--- src/rtl/mux_scan_sequencer.sv ---
// mux_scan_sequencer: steps an external 8:1 mux select and assembles its eight outputs into one byte
//   clk        : clock, rising edge
//   rst_n      : asynchronous active-low reset
//   start      : begin a scan (IDLE, or the HOLD transfer cycle)
//   abort      : cancel a scan in progress
//   mux_o      : external mux output
//   sel        : registered mux select
//   busy       : scan in progress
//   word_out   : assembled word, bit i from channel i
//   word_valid : word_out holds a completed scan
//   word_ready : downstream accepts word_out
module mux_scan_sequencer #(
   parameter int DWELL      = 2,
   parameter bit CONTINUOUS = 1'b0
) (
   input  logic       clk,
   input  logic       rst_n,
   input  logic       start,
   input  logic       abort,
   input  logic       mux_o,
   output logic [2:0] sel,
   output logic       busy,
   output logic [7:0] word_out,
   output logic       word_valid,
   input  logic       word_ready
);
   typedef enum logic [1:0] {IDLE, SCAN, HOLD} state_t;
   localparam logic [3:0] LAST = 4'(DWELL - 1);
   state_t     r_state, w_state_nx;
   logic [2:0] r_sel, w_sel_nx;
   logic [3:0] r_dwell, w_dwell_nx;
   logic [7:0] r_shadow, w_shadow_nx, w_shadow_smp;
   logic [7:0] r_word, w_word_nx;
   logic       r_valid, w_valid_nx;
   always_ff @(posedge clk or negedge rst_n) begin
      if (!rst_n) begin
         r_state  <= IDLE;
         r_sel    <= '0;
         r_dwell  <= '0;
         r_shadow <= '0;
         r_word   <= '0;
         r_valid  <= 1'b0;
      end else begin
         r_state  <= w_state_nx;
         r_sel    <= w_sel_nx;
         r_dwell  <= w_dwell_nx;
         r_shadow <= w_shadow_nx;
         r_word   <= w_word_nx;
         r_valid  <= w_valid_nx;
      end
   end
   always_comb begin
      w_state_nx          = r_state;
      w_sel_nx            = r_sel;
      w_dwell_nx          = r_dwell;
      w_shadow_nx         = r_shadow;
      w_word_nx           = r_word;
      w_valid_nx          = r_valid;
      w_shadow_smp        = r_shadow;
      w_shadow_smp[r_sel] = mux_o;
      case (r_state)
         IDLE: if (start) begin
            w_state_nx  = SCAN;
            w_sel_nx    = '0;
            w_dwell_nx  = '0;
            w_shadow_nx = '0;
         end
         SCAN: begin
            // abort outranks a sample landing in the same cycle
            if (abort) begin
               w_state_nx  = IDLE;
               w_sel_nx    = '0;
               w_dwell_nx  = '0;
               w_shadow_nx = '0;
            end else if (r_dwell == LAST) begin
               w_shadow_nx = w_shadow_smp;
               w_dwell_nx  = '0;
               if (r_sel == 3'd7) begin
                  w_word_nx  = w_shadow_smp;
                  w_valid_nx = 1'b1;
                  w_sel_nx   = '0;
                  w_state_nx = HOLD;
               end else begin
                  w_sel_nx = r_sel + 3'd1;
               end
            end else begin
               w_dwell_nx = r_dwell + 4'd1;
            end
         end
         HOLD: if (r_valid && word_ready) begin
            w_valid_nx  = 1'b0;
            w_state_nx  = (CONTINUOUS || start) ? SCAN : IDLE;
            w_sel_nx    = '0;
            w_dwell_nx  = '0;
            w_shadow_nx = '0;
         end
         default: w_state_nx = IDLE;
      endcase
   end
   assign sel        = r_sel;
   assign busy       = (r_state == SCAN);
   assign word_out   = r_word;
   assign word_valid = r_valid;
endmodule

--- config.mk ---
export PLATFORM = sky130hd
export DESIGN_NAME = mux_scan_sequencer
export DESIGN_NICKNAME = d
export VERILOG_FILES = /design/src/rtl/mux_scan_sequencer.sv
export SDC_FILE = /design/constraint.sdc
export NUM_CORES = 1
export LEC_CHECK = 0
export ABC_AREA = 1
export CORE_MARGIN = 3
export CORE_UTILIZATION = 54
export CTS_BUF_LIST = sky130_fd_sc_hd__clkbuf_4 sky130_fd_sc_hd__clkbuf_8 sky130_fd_sc_hd__clkbuf_16
export CTS_CLUSTER_SIZE = 16
export DETAILED_ROUTE_END_ITERATION = 12
export PLACE_DENSITY = 0.78
export SLEW_MARGIN = 30
export SYNTH_ARGS = -nofsm -noshare
export SYNTH_HDL_FRONTEND = slang
export SYNTH_SLANG_ARGS = --single-unit
--- constraint.sdc ---
create_clock -name clk -period 1.7 [get_ports clk]
set_input_delay 0.425 -clock clk [delete_from_list [all_inputs] [get_ports clk]]
set_output_delay 0.425 -clock clk [all_outputs]
set_load 0.01 [all_outputs]
[Yosys cells after proc, flatten, opt, wreduce, memory -nomap -nowiden]
Index checks and enable logic that the tools add are counted.
Cells by class
  add/subtract/negate cells: 2
  $mul: 0
  divide/modulo/power cells: 0
  $lt $le $gt $ge: 2
  equality and inequality tests: 11
  shift-type cells: 0
  multiplexer cells: 31
  bitwise gates (word level): 1
  reduce and logical (&&, ||, !) cells: 10
Operators by type and width (count)
  2-to-1 mux 8 bit: 4
  one-hot mux 8 bit (3 select lines): 1
  2-to-1 mux 4 bit: 4
  2-to-1 mux 3 bit: 5
  one-hot mux 4 bit (3 select lines): 1
  AND reduction 4 bit: 3
  2-to-1 mux 2 bit: 5
  one-hot mux 3 bit (3 select lines): 1
  bitwise mux 8 bit: 1
  2-to-1 mux 1 bit: 6
  != test 2 bit (second input constant): 3
  != test 3 x 2 -> 1 bit (second input constant): 2
  one-hot mux 2 bit (3 select lines): 1
  AND reduction 5 bit: 1
  adder 4 x 1 -> 4 bit (second input constant): 1
  == test 4 x 1 -> 1 bit (second input constant): 1
  less-than comparator 3 x 4 -> 1 bit (second input constant): 1
  != test 2 x 1 -> 1 bit (second input constant): 2
  adder 3 x 1 -> 3 bit (second input constant): 1
  demux 1 bit (select 3 bit): 1
  == test 3 bit (second input constant): 1
  greater-or-equal comparator 3 x 1 -> 1 bit (second input constant): 1
  AND reduction 3 bit: 1
  nonzero test 3 bit: 1
  other kinds (7): 8
Storage, ports and cells
  register bits: 26
  latch bits: 0
  memory bits (writable): 0
  ROM bits: 0
  input port bits: 6
  output and inout port bits: 13
  word-level logic and storage cells: 63
  memories kept: 0

[Longest topological paths before layout]
  depth in word-level cells: 8
  mapped depth: 9
  depth with buffers taken out: 8

[Worst setup path after synthesis]
Ideal clock, no wire load.
  kind: reg-to-reg
  start point: register r_dwell[0]
  end point: register r_shadow[4]
  setup time: 0.116 ns
  arrival: 1.193 ns
  data required time: 1.584 ns
  path slack: 0.391 ns
  cell stages (with the launch flop): 9
  path buffers: 1
  clock period less this slack: 1.309 ns
  cells stage by stage: dfrtp_1 > ha_1 > nand2_1 > nor2_2 > nor2_1 > nor2_2 > buf_4 > nand2_1 > nand2_1
On the way
  word-level cells in the longest chain between the ends: 3
Ends and longest elaborated chain
  start: declaration: line 31  | logic [3:0] r_dwell, w_dwell_nx;
  start signal: assignment: line 46  | r_dwell <= w_dwell_nx;
  == test 4 x 1 -> 1 bit: line 75  | end else if (r_dwell == LAST) begin
  != test 3 x 2 -> 1 bit (no line)
  AND reduction 4 bit (no line)
  end signal: assignment: line 47  | r_shadow <= w_shadow_nx;
  end: declaration: line 32  | logic [7:0] r_shadow, w_shadow_nx, w_shadow_smp;
Every way passes these cells.
A chain may end at the register's enable or synchronous reset.

[Worst setup path after layout]
  start point: register r_word[6], in the netlist word_out[6]
  end point: output word_out[6]
RTL lines
  start: declaration: line 33  | logic [7:0] r_word, w_word_nx;
  start signal: assignment: line 48  | r_word <= w_word_nx;
  end: declaration: line 23  | output logic [7:0] word_out,
No word-level cell between the ends.

==> impl_metrics.prom <==
# TYPE chip_impl_metric gauge
chip_impl_info{name="synthDominantAreaCellType",value="dfrtp_1"} 1
chip_impl_metric{name="drt-total-wl",unit="um"} 3240
chip_impl_metric{name="power_frac_clock",unit="%"} 19.0
chip_impl_metric{name="floorplan.core_area",unit="mm^2"} 0.00252
chip_impl_metric{name="powerDensity",unit="mW/mm^2"} 1210
chip_impl_metric{name="comb_power_share",unit="%"} 47.4
chip_impl_metric{name="die_area",unit="mm^2"} 0.00336
chip_impl_metric{name="period_minus_slack",unit="ps"} 1650
chip_impl_metric{name="tightestPinTransition",unit="ps"} 339
chip_impl_info{name="critical-path-top-delay-family",value="buffers and inverters"} 1
chip_impl_metric{name="antenna_cells",unit=""} 0
chip_impl_metric{name="globalRouteOverflowTotal",unit=""} 0
chip_impl_info{name="yosys-top-cells-area",value="dfrtp_1, nand2_1, nand3_1"} 1
chip_impl_metric{name="die_w",unit="um"} 57.9
chip_impl_metric{name="grt_antenna_before_repair",unit=""} 0
chip_impl_metric{name="initial_core_util",unit="%"} 57.7
chip_impl_metric{name="wl_per_cell",unit="um"} 12.6
chip_impl_metric{name="place.gp.congestion",unit=""} 0.777
chip_impl_metric{name="muxShareOfSynthArea",unit="%"} 0
chip_impl_metric{name="synth_xor_area_share",unit="%"} 0.601
chip_impl_metric{name="leakagePower",unit="nW"} 1.10
chip_impl_metric{name="synth-adder-area-share",unit="%"} 3.44
chip_impl_metric{name="crit_path_max_incr_delay",unit="ps"} 530
chip_impl_metric{name="detail_route.wirelength.met1",unit="um"} 1460
chip_impl_info{name="worst_setup_path_start",value="word_out[6]"} 1
chip_impl_info{name="critPathLaunchType",value="register"} 1
chip_impl_metric{name="postSynthAreaPerCell",unit="um^2"} 7.59
chip_impl_metric{name="critPathBufInv",unit=""} 1
chip_impl_metric{name="timing.final.crit_share",unit="%"} 97.1
chip_impl_metric{name="simple_gate_portion_of_the_synthesized_area",unit="%"} 33.8
chip_impl_metric{name="setup_viol",unit=""} 0
chip_impl_metric{name="grt_pass1_vias",unit=""} 1215
chip_impl_metric{name="track_usage",unit="%"} 20.4
chip_impl_metric{name="clkLatencyLatePin",unit="ps"} 320
chip_impl_metric{name="timing_hold_violations_final",unit=""} 0
chip_impl_metric{name="io_buffers",unit=""} 18
chip_impl_metric{name="wl_met2",unit="um"} 1530
chip_impl_metric{name="synth_compound_area_share",unit="%"} 8.08
chip_impl_metric{name="cts_buffer_depth",unit=""} 2
chip_impl_info{name="worstHoldPathType",value="in -> async"} 1
chip_impl_info{name="tritoncts_clock_tree",value="built"} 1
chip_impl_info{name="synth_ff_type",value="dfrtp_1"} 1
chip_impl_metric{name="dieHeight",unit="um"} 57.9
chip_impl_metric{name="detailedRoute.firstIterationViolations",unit=""} 68
chip_impl_metric{name="dp_worst_setup_slack",unit="ps"} -30.9
chip_impl_info{name="worst_setup_path_end_kind",value="output port"} 1
chip_impl_metric{name="worst_setup_hold_path_clk_slew",unit="ps"} 140
chip_impl_info{name="top_layer_used",value="met4"} 1
chip_impl_metric{name="post_synthesis_sequential_area_ratio",unit="%"} 44.7
chip_impl_metric{name="fmax",unit="MHz"} 606
chip_impl_metric{name="area_delta_synth_final",unit="%"} 26.6
chip_impl_metric{name="detailedPlacementHpwl",unit="um"} 2400
chip_impl_metric{name="internal_pwr_total",unit="mW"} 1.34
chip_impl_info{name="cp_cell_sequence",value="clkdlybuf4s50_1"} 1
chip_impl_metric{name="finalCoreUtilization",unit="%"} 73.1
chip_impl_metric{name="rows",unit=""} 18
chip_impl_metric{name="final_max_slew_viol_count",unit=""} 0
chip_impl_metric{name="netSwitchingFraction",unit="%"} 40.1
chip_impl_metric{name="stdcell_count",unit=""} 257
chip_impl_info{name="launch_point_of_the_worst_reg_to_reg_path",value="r_dwell[1]"} 1
chip_impl_metric{name="synth.distinct_cells",unit=""} 23
chip_impl_metric{name="postSynthCellCount",unit=""} 192
chip_impl_metric{name="max_slew_margin",unit="%"} 77.2
chip_impl_metric{name="postLayoutSetupSlackWorst",unit="ps"} 49.0
chip_impl_info{name="cts_root_buf",value="clkbuf_4"} 1
chip_impl_metric{name="drt-pass1-iter-count",unit=""} 4
chip_impl_metric{name="ctsHtreeMaxLevel",unit=""} 1
chip_impl_metric{name="via_count",unit=""} 1344
chip_impl_metric{name="cts.sinks",unit=""} 26
chip_impl_metric{name="cap_viol_max_count",unit=""} 0
chip_impl_metric{name="required_time_worst_endpoint",unit="ps"} 1270
chip_impl_info{name="crit_path_top_delay_cell",value="clkdlybuf4s50_1"} 1
chip_impl_metric{name="synth_fp_nets",unit=""} 202
chip_impl_metric{name="ys_seq_elements",unit=""} 26
chip_impl_metric{name="synth_warnings",unit=""} 0
chip_impl_metric{name="wl_met3",unit="um"} 203
chip_impl_metric{name="route.detailed.drc",unit=""} 0
chip_impl_metric{name="maximum_number_of_pins_on_one_net_before_global_route_repair",unit=""} 27
chip_impl_metric{name="skew",unit="ps"} 2.47
chip_impl_metric{name="drive_gt1_share",unit="%"} 18.1
chip_impl_info{name="synthMostInstantiatedCell",value="nand2_1"} 1
chip_impl_metric{name="synth_enable_flop_cells",unit=""} 0
chip_impl_metric{name="vdd_ir_drop_max",unit="mV"} 0.952
chip_impl_metric{name="num_io_pins",unit=""} 19
chip_impl_info{name="critPathKind",value="reg -> out"} 1
chip_impl_metric{name="worstPathMaxFanout",unit=""} 2
chip_impl_metric{name="via_per_inst",unit=""} 5.23
chip_impl_metric{name="power_switching",unit="uW"} 895
chip_impl_metric{name="num-nets-final",unit=""} 238
chip_impl_metric{name="cts-buffers-inserted",unit=""} 3
chip_impl_metric{name="critical_path_arrival",unit="ps"} 1230
chip_impl_metric{name="placed_cells",unit=""} 246
chip_impl_metric{name="antenna_left",unit=""} 0
chip_impl_metric{name="power.share.sequential",unit="%"} 33.6
chip_impl_metric{name="synthArstFlopShare",unit="%"} 100
chip_impl_info{name="synth_top_family_by_area",value="simple AND/OR/NAND/NOR gates"} 1
chip_impl_metric{name="grt_pass1_wl",unit="um"} 5220
chip_impl_info{name="status",value="complete, no violations"} 1
chip_impl_metric{name="synth.cell_area",unit="mm^2"} 0.00146
chip_impl_info{name="ys_top_cells_by_count",value="nand2_1, dfrtp_1, inv_1, nand3_1, nor2_1"} 1
chip_impl_metric{name="top_cell_type_s_share_of_synthesized_area",unit="%"} 44.7
-- worst paths after layout --
| path | to | slack [ps] | cells after the start |
|---|---|---|---|
| worst min register to register | r_shadow[0] | 490 | 2 |
| worst max register to register | r_shadow[0] | 220 | 9 |
| min in group clk | r_shadow[0] | 490 | 2 |
| worst max-delay path | word_out[6] | 50 | 1 |
| max in group asynchronous | sel[2] | 1010 | 2 |
| worst min-delay path | r_dwell[2] | 440 | 2 |
-- power groups by stage --
stage	clock network (mW)	logic [mW]	registers (mW)
detailed placement	0	1.02	0.774
global placement	0	0.980	0.773
floorplan	0	0.664	0.777
CTS	0.435	1.05	0.748
global route	0.461	1.17	0.759
finish	0.424	1.06	0.749
-- metrics by stage --
step                      setup TNS (ps)  power [mW]  area (um^2)  hold slack, ps
after floorplan                        0        1.44         1460             129
after global placement                 0        1.75         1720             454
after detailed placement            -220        1.79         1720             468
after global routing               -19.2        2.39         1840             433
final                                  0        2.23         1840             443
after CTS                              0        2.24         1790             453
-- layout make-up --
| class | count | area [um^2] |
|---|---|---|
| well taps | 30 | 37.5 |
| clock buffers | 3 | 22.5 |
| inverters | 23 | 86.3 |
| multi-input cells | 136 | 669 |
| repair buffers | 38 | 348 |
| flip-flops and latches | 26 | 651 |
| fillers | 197 | 678 |
| clock inverters | 1 | 30.0 |
-- kinds of logic (layout without fill, tap and decap cells) --
group | Yosys count | in the layout
AO/OA/AOI/OAI | 19 | 19
adder cells (fa/ha/maj) | 4 | 4
flip-flops | 26 | 26
buffers and inverters | 30 | 65
AND/OR/NAND/NOR | 112 | 112
XOR/XNOR | 1 | 1
-- layout by cell type (no fill, tap or decap) --
cell | netlist | routed
nand4_1 | 5 | 5
nand3_4 | 1 | 1
nor2_2 | 2 | 2
clkdlybuf4s50_1 | 0 | 8
buf_4 | 1 | 20
bufinv_16 | 0 | 1
xor2_1 | 1 | 1
nor2_4 | 1 | 1
ha_1 | 4 | 4
o21ai_2 | 5 | 5
nand3_1 | 16 | 16
a21oi_1 | 1 | 1
nor2_1 | 15 | 15
clkbuf_4 | 0 | 3
inv_2 | 4 | 4
o21bai_1 | 1 | 1
nand3_2 | 1 | 1
inv_1 | 19 | 19
o21ai_1 | 4 | 4
o22ai_1 | 1 | 1
o21ai_0 | 7 | 7
dlymetal6s2s_1 | 0 | 8
dlygate4sd2_1 | 0 | 2
nand2_1 | 68 | 68
nand2_2 | 3 | 3
dfrtp_1 | 26 | 26
-- sequential cells by signal (all words and copies together), names as in the netlist --
| register | count |
|---|---|
| r_dwell | 4 |
| sel | 3 |
| r_shadow | 8 |
| word_valid | 1 |
| r_state | 2 |
| word_out | 8 |
-- metal layers --
metal / vias to the layer above / GRT usage [%]
met5: - / 0
met4: 0 / 8.61
met3: 7 / 2.90
met2: 40 / 33.5
met1: 625 / 26.8
li1: 672 / -
-- timing repair --
item,in CTS,in global routing
gates resized for setup,2,8
setup buffers,3,4
cloned,0,0
endpoints found under the setup margin,4,9
hold buffers,0,0
(Power assumes the default switching activity.)
==> variant 1 (same settings) <==
Reset style: synchronous (`rst_n`), changed in one clocked block. Comments in the files are not updated.
--- a/src/rtl/mux_scan_sequencer.sv
+++ b/src/rtl/mux_scan_sequencer.sv
@@ -34,3 +34,3 @@
    logic       r_valid, w_valid_nx;
-   always_ff @(posedge clk or negedge rst_n) begin
+   always_ff @(posedge clk) begin
       if (!rst_n) begin
Function: differs if rst_n is asserted again (counterexample within 4 cycles, from zero or initial values and one cycle with rst_n low); with rst_n held inactive, the same outputs for 10 cycles.
==> variant 1 against the original RTL <==
- clock skew barely moved
- total power fell by 9.5%
- combinational power fell by 12%
- critical path type unchanged
- synthesized cell count rose by 13%
- die area fell by 3.2%
- design area fell by 6.4%
- sequential cell count did not move
- area after synthesis fell by 3.6%
- routed wire length fell by 3.8%
- highest routed layer unchanged
- count of clock-buffer cells in the layout did not move
- largest power group unchanged
- worst setup slack improved by 0.020 ns
- via count rose by 3.3%
==> variant 1: results (changes against the original RTL) <==
yosys:
  ys_types: 22  # was 23
  synth-seq-area-share_pct: 37.1  # was 44.7%
  syn-num-nets: 227  # was 202
  synth.area.top_cells: "dfxtp_1 (37%), nand2_1 (18%), nor2_1 (13%)"  # was dfrtp_1 (45%), nand2_1 (18%), nand3_1 (5.5%)
  async_reset_ff_share_pct: 0  # was 100%
  yosys-top-cells-count: "nand2_1 (66), nor2_1 (49), dfxtp_1 (26)"  # was nand2_1 (68), dfrtp_1 (26), inv_1 (19)
  syn_avg_cell_area_sq_um: 6.47  # was 7.59 sq um
place:
  post_dp_cell_area_sq_um: 1700  # was 1720 sq um
  globalplace.congestion: 0.853  # was 0.777
  dp.final_hpwl_mm: 2.34  # was 2.40 mm
  place_ws_ns: -0.0215  # was -0.0309 ns
critical_path:
  cp.arrival_ns: 1.21  # was 1.23 ns
  worstReg2RegEnd: "r_state[0]$_SDFFE_PN0P_"  # was r_shadow[0]$_DFFE_PN0P_
  crit_end: "word_out[7]"  # was word_out[6]
  r2r_start: "r_dwell[0]$_SDFFE_PN0P_"  # was r_dwell[1]$_DFFE_PN0P_
  reg2reg_slack_ns: 0.16  # was 0.22 ns
  cp_max_fo: 2  # unchanged
  critPathLaunch: "word_out[7]$_SDFFE_PN0P_"  # was word_out[6]$_DFFE_PN0P_
  ff2ff_path_depth: 6  # was 9
power_and_ir_drop:
  pg_comb_mw: 0.936  # was 1.06 mW
  vdd_drop_max_mv: 0.927  # was 0.952 mV
  swShare_pct: 42.5  # was 40.1%
  p_leak_nw: 0.822  # was 1.10 nW
  powerClk_mw: 0.257  # was 0.424 mW
  p_int_mw: 1.16  # was 1.34 mW
cts:
  cts_resized: 12  # was 2
  cts.path.max_buffers: 2  # unchanged
global_route:
  use_met1_pct: 30.1  # was 26.8%
  met3_usage_pct: 2.94  # was 2.90%
  grt_first_pass_wirelength_mm: 5.37  # was 5.22 mm
  use_met2_pct: 30.8  # was 33.5%
  grt.total_usage_pct: 20.6  # was 20.4%
  grt_pass1_vias: 1200  # was 1215
  grt_start_max_net_pins: 18  # was 27
finish:
  fillers: 203  # was 197
  finalNetCount: 258  # was 238
  layout-drive-gt1-share_pct: 13.4  # was 18.1%
  layout.cells.non_filler: 274  # was 257
timing:
  fin_skew_ns: 0.00210  # was 0.00247 ns
  hold_ws_ns: 0.488  # was 0.443 ns
  fin_crit_sh_pct: 96.0  # was 97.1%
  maxSlewHeadroom_pct: 80.7  # was 77.2%
route:
  drt-initial-drc-count: 65  # was 68
  wl_met3_um: 133  # was 203 um
  drt_wl_total_mm: 3.12  # was 3.24 mm
  vias: 1388  # was 1344
  wl_met2_mm: 1.37  # was 1.53 mm
hold_path:
  hold_class: "reg2reg"  # was in2async
run_status:
  status: "finished clean"  # unchanged
[variant 1: cell count changes in the layout (fill, tap and decap cells not counted), moves of 7 or more]
| cell | delta |
|---|---|
| nor2_1 | +34 |
| dfrtp_1 | -26 |
| dfxtp_1 | +21 |
| buf_4 | -9 |
| dlymetal6s2s_1 | -7 |
[variant 1: cell families after synthesis]
group	count (synthesis)	synth area share, %
flip-flops	26	37.1
AO/OA/AOI/OAI	14	4.99
adder cells (fa/ha/maj)	4	3.57
AND/OR/NAND/NOR	144	45.1
buffers and inverters	27	8.02
XOR/XNOR	2	1.25
[variant 1: area by class of cell]
| cell class | count | area (sq um) | area share, % |
|---|---|---|---|
| inverter | 23 | 86.3 | 5.00 |
| multi-input combinational | 164 | 771 | 44.7 |
| timing repair buffer | 30 | 277 | 16.0 |
| clock buffer | 3 | 22.5 | 1.31 |
| tap | 28 | 35.0 | 2.03 |
| sequential | 26 | 534 | 31.0 |
==> variant 2 (config.mk and constraints unchanged) <==
Made on the original files. `CONTINUOUS`: 1'b0 -> 1'b1.
--- a/src/rtl/mux_scan_sequencer.sv
+++ b/src/rtl/mux_scan_sequencer.sv
@@ -13,3 +13,3 @@
    parameter int DWELL      = 2,
-   parameter bit CONTINUOUS = 1'b0
+   parameter bit CONTINUOUS = 1'b1
 ) (
Behaviour: no difference found for any inputs over 10 cycles, from zero or initial values and one cycle with rst_n low; that may be too few to reach the edited logic, so the function may still have changed.
==> variant 2 against the original RTL <==
- sequential power shrank 2%
- total power shrank 19%
- register-to-register slack gained 0.02 ns
- fmax shrank 0.25%
- routed wire length shrank 7.5%
- worst setup slack lost 0.0041 ns
- sequential share of layout area grew 0.31 points
- sequential cell count is the same
- area after synthesis grew 1.7%
- die area grew 1.5%
- design area shrank 0.88%
- clock skew grew 0.0029 ns
- largest cell class unchanged
- highest routed layer unchanged
==> variant 2: results (changes against the original RTL) <==
global_route:
  grt.total_usage_pct: 19.8  # was 20.4%
  antenna_found_initial: 0  # unchanged
  grt_pass1_vias: 1175  # was 1215
  grt_start_max_net_pins: 27  # unchanged
  grt_first_pass_wirelength_mm: 5.11  # was 5.22 mm
yosys:
  synth_warnings: 0  # unchanged
  synth-seq-area-share_pct: 43.9  # was 44.7%
  syn-num-nets: 201  # was 202
  synth_top_flop_cell: "dfrtp_1"  # unchanged
  synth.area.top_cells: "dfrtp_1 (44%), nand2_1 (18%), nand3_1 (5.4%)"  # was dfrtp_1 (45%), nand2_1 (18%), nand3_1 (5.5%)
  ys_types: 22  # was 23
  async_reset_ff_share_pct: 100  # unchanged
  yosys-top-cells-count: "nand2_1 (72), dfrtp_1 (26), inv_1 (19)"  # was nand2_1 (68), dfrtp_1 (26), inv_1 (19)
place:
  place_ws_ns: -0.114  # was -0.0309 ns
  io_buffers: 18  # unchanged
  globalplace.congestion: 0.882  # was 0.777
  dp.final_hpwl_mm: 2.12  # was 2.40 mm
  post_dp_cell_area_sq_um: 1730  # was 1720 sq um
cts:
  cts_tree: "done"  # unchanged
  cts_made_buffers: 3  # unchanged
  cts_htree_levels: 1  # unchanged
  root_buffer: "clkbuf_4"  # unchanged
  clk_pin_slew_ns: 0.14  # about the same
  insertion_delay_ns: 0.33
  cts.path.max_buffers: 2  # unchanged
critical_path:
  cp_top_family: "buffers and inverters"  # unchanged
  cp.arrival_ns: 1.23  # about the same
  slowest_delay_ns: 0.53  # about the same
  reg2reg_slack_ns: 0.24  # was 0.22 ns
  cp_max_fo: 2  # unchanged
  cpMaxStageDelayCell: "clkdlybuf4s50_1"  # unchanged
route:
  drt_wl_total_mm: 3.00  # was 3.24 mm
  dr.pass1.iters: 4  # unchanged
  drt-initial-drc-count: 52  # was 68
  vias: 1284  # was 1344
timing:
  drv_slew: 0  # unchanged
  worst_pin_slew_ns: 0.330  # was 0.339 ns
  hold_ws_ns: 0.442  # was 0.443 ns
  fin_skew_ns: 0.00539  # was 0.00247 ns
  worst_slack_ns: 0.0449  # was 0.0490 ns
power_and_ir_drop:
  p_leak_nw: 1.09  # was 1.10 nW
  vdd_drop_max_mv: 0.856  # was 0.952 mV
run_status:
  status: "finished clean"  # unchanged
finish:
  layout-drive-gt1-share_pct: 15.8  # was 18.1%
  insertedDiodeCount: 0  # unchanged
  finalNetCount: 234  # was 238
hold_path:
  hold_class: "in2async"  # unchanged
==> variant 2: cell count changes in the layout (fill, tap and decap cells not counted), sizes merged, moves of 3 or more <==
cell   delta
buf       -4
inv       -4
nand2     +3
o21ai     -3
==> variant 2: metal layers <==
layer  share of wire [%]  track usage [%]  up-vias
li1                    -                -      665
met2                  44             30.5       36
met4                 2.5             9.60        0
met5                   0                0        -
met1                  49             27.3      576
met3                 4.8             3.07        7
==> variant 2: through the flow <==
stage,TNS (ns),utilization (%),cells
floorplan,0,-,190
global placement,-0.554,67.9,242
detailed placement,-1.26,67.9,242
CTS,0,69.9,248
global route,0,71.8,252
finish,0,71.8,252
==> variant 2: worst paths after layout <==
| path | startpoint | end | cells after the start |
|---|---|---|---|
| max | word_out[7]$_DFFE_PN0P_ | word_out[7] | 1 |
| min | rst_n | r_dwell[3]$_DFFE_PN0P_ | 2 |
| max reg2reg | r_dwell[1]$_DFFE_PN0P_ | r_shadow[1]$_DFFE_PN0P_ | 8 |
| min reg2reg | word_out[2]$_DFFE_PN0P_ | word_out[2]$_DFFE_PN0P_ | 2 |
| max in group asynchronous | rst_n | r_shadow[1]$_DFFE_PN0P_ | 2 |
| min in group clk | word_out[2]$_DFFE_PN0P_ | word_out[2]$_DFFE_PN0P_ | 2 |
==> variant 2: what timing repair did <==
| action | in CTS | in global routing |
|---|---|---|
| pin swaps | 0 | 0 |
| buffers inserted | 2 | 4 |
| endpoints found under the setup margin | 4 | 12 |
| resized for setup | 2 | 8 |
==> variant 2: where the power goes <==
group / switching [mW] / total (mW) / internal [mW]
logic: 0.470 / 0.757 / 0.288
registers: 0.0534 / 0.737 / 0.683
clock network: 0.182 / 0.313 / 0.131
==> variant 2: kinds of logic after synthesis <==
group / share of synthesized area (%)
AND/OR/NAND/NOR: 36.1
buffers and inverters: 7.85
adder cells (fa/ha/maj): 4.22
flip-flops: 43.9
XOR/XNOR: 0.591
AO/OA/AOI/OAI: 7.35
==> variant 2: worst register-to-register path: stages (launching register included) <==
cell and delay (ns):
dfrtp_1 0.45, inv_1 0.07, ha_1 0.17, nand3_2 0.13
nand2_1 0.16, nand3_1 0.08, buf_4 0.19, nand2_1 0.07
nand2_1 0.05
==> variant 2: area by class of cell <==
class / instances / area (sq um)
fill: 196 / 717
timing repair buffer: 34 / 318
clock buffer: 4 / 36.3
tap: 30 / 37.5
inverter: 19 / 71.3
multi-input combinational: 139 / 714
sequential: 26 / 651
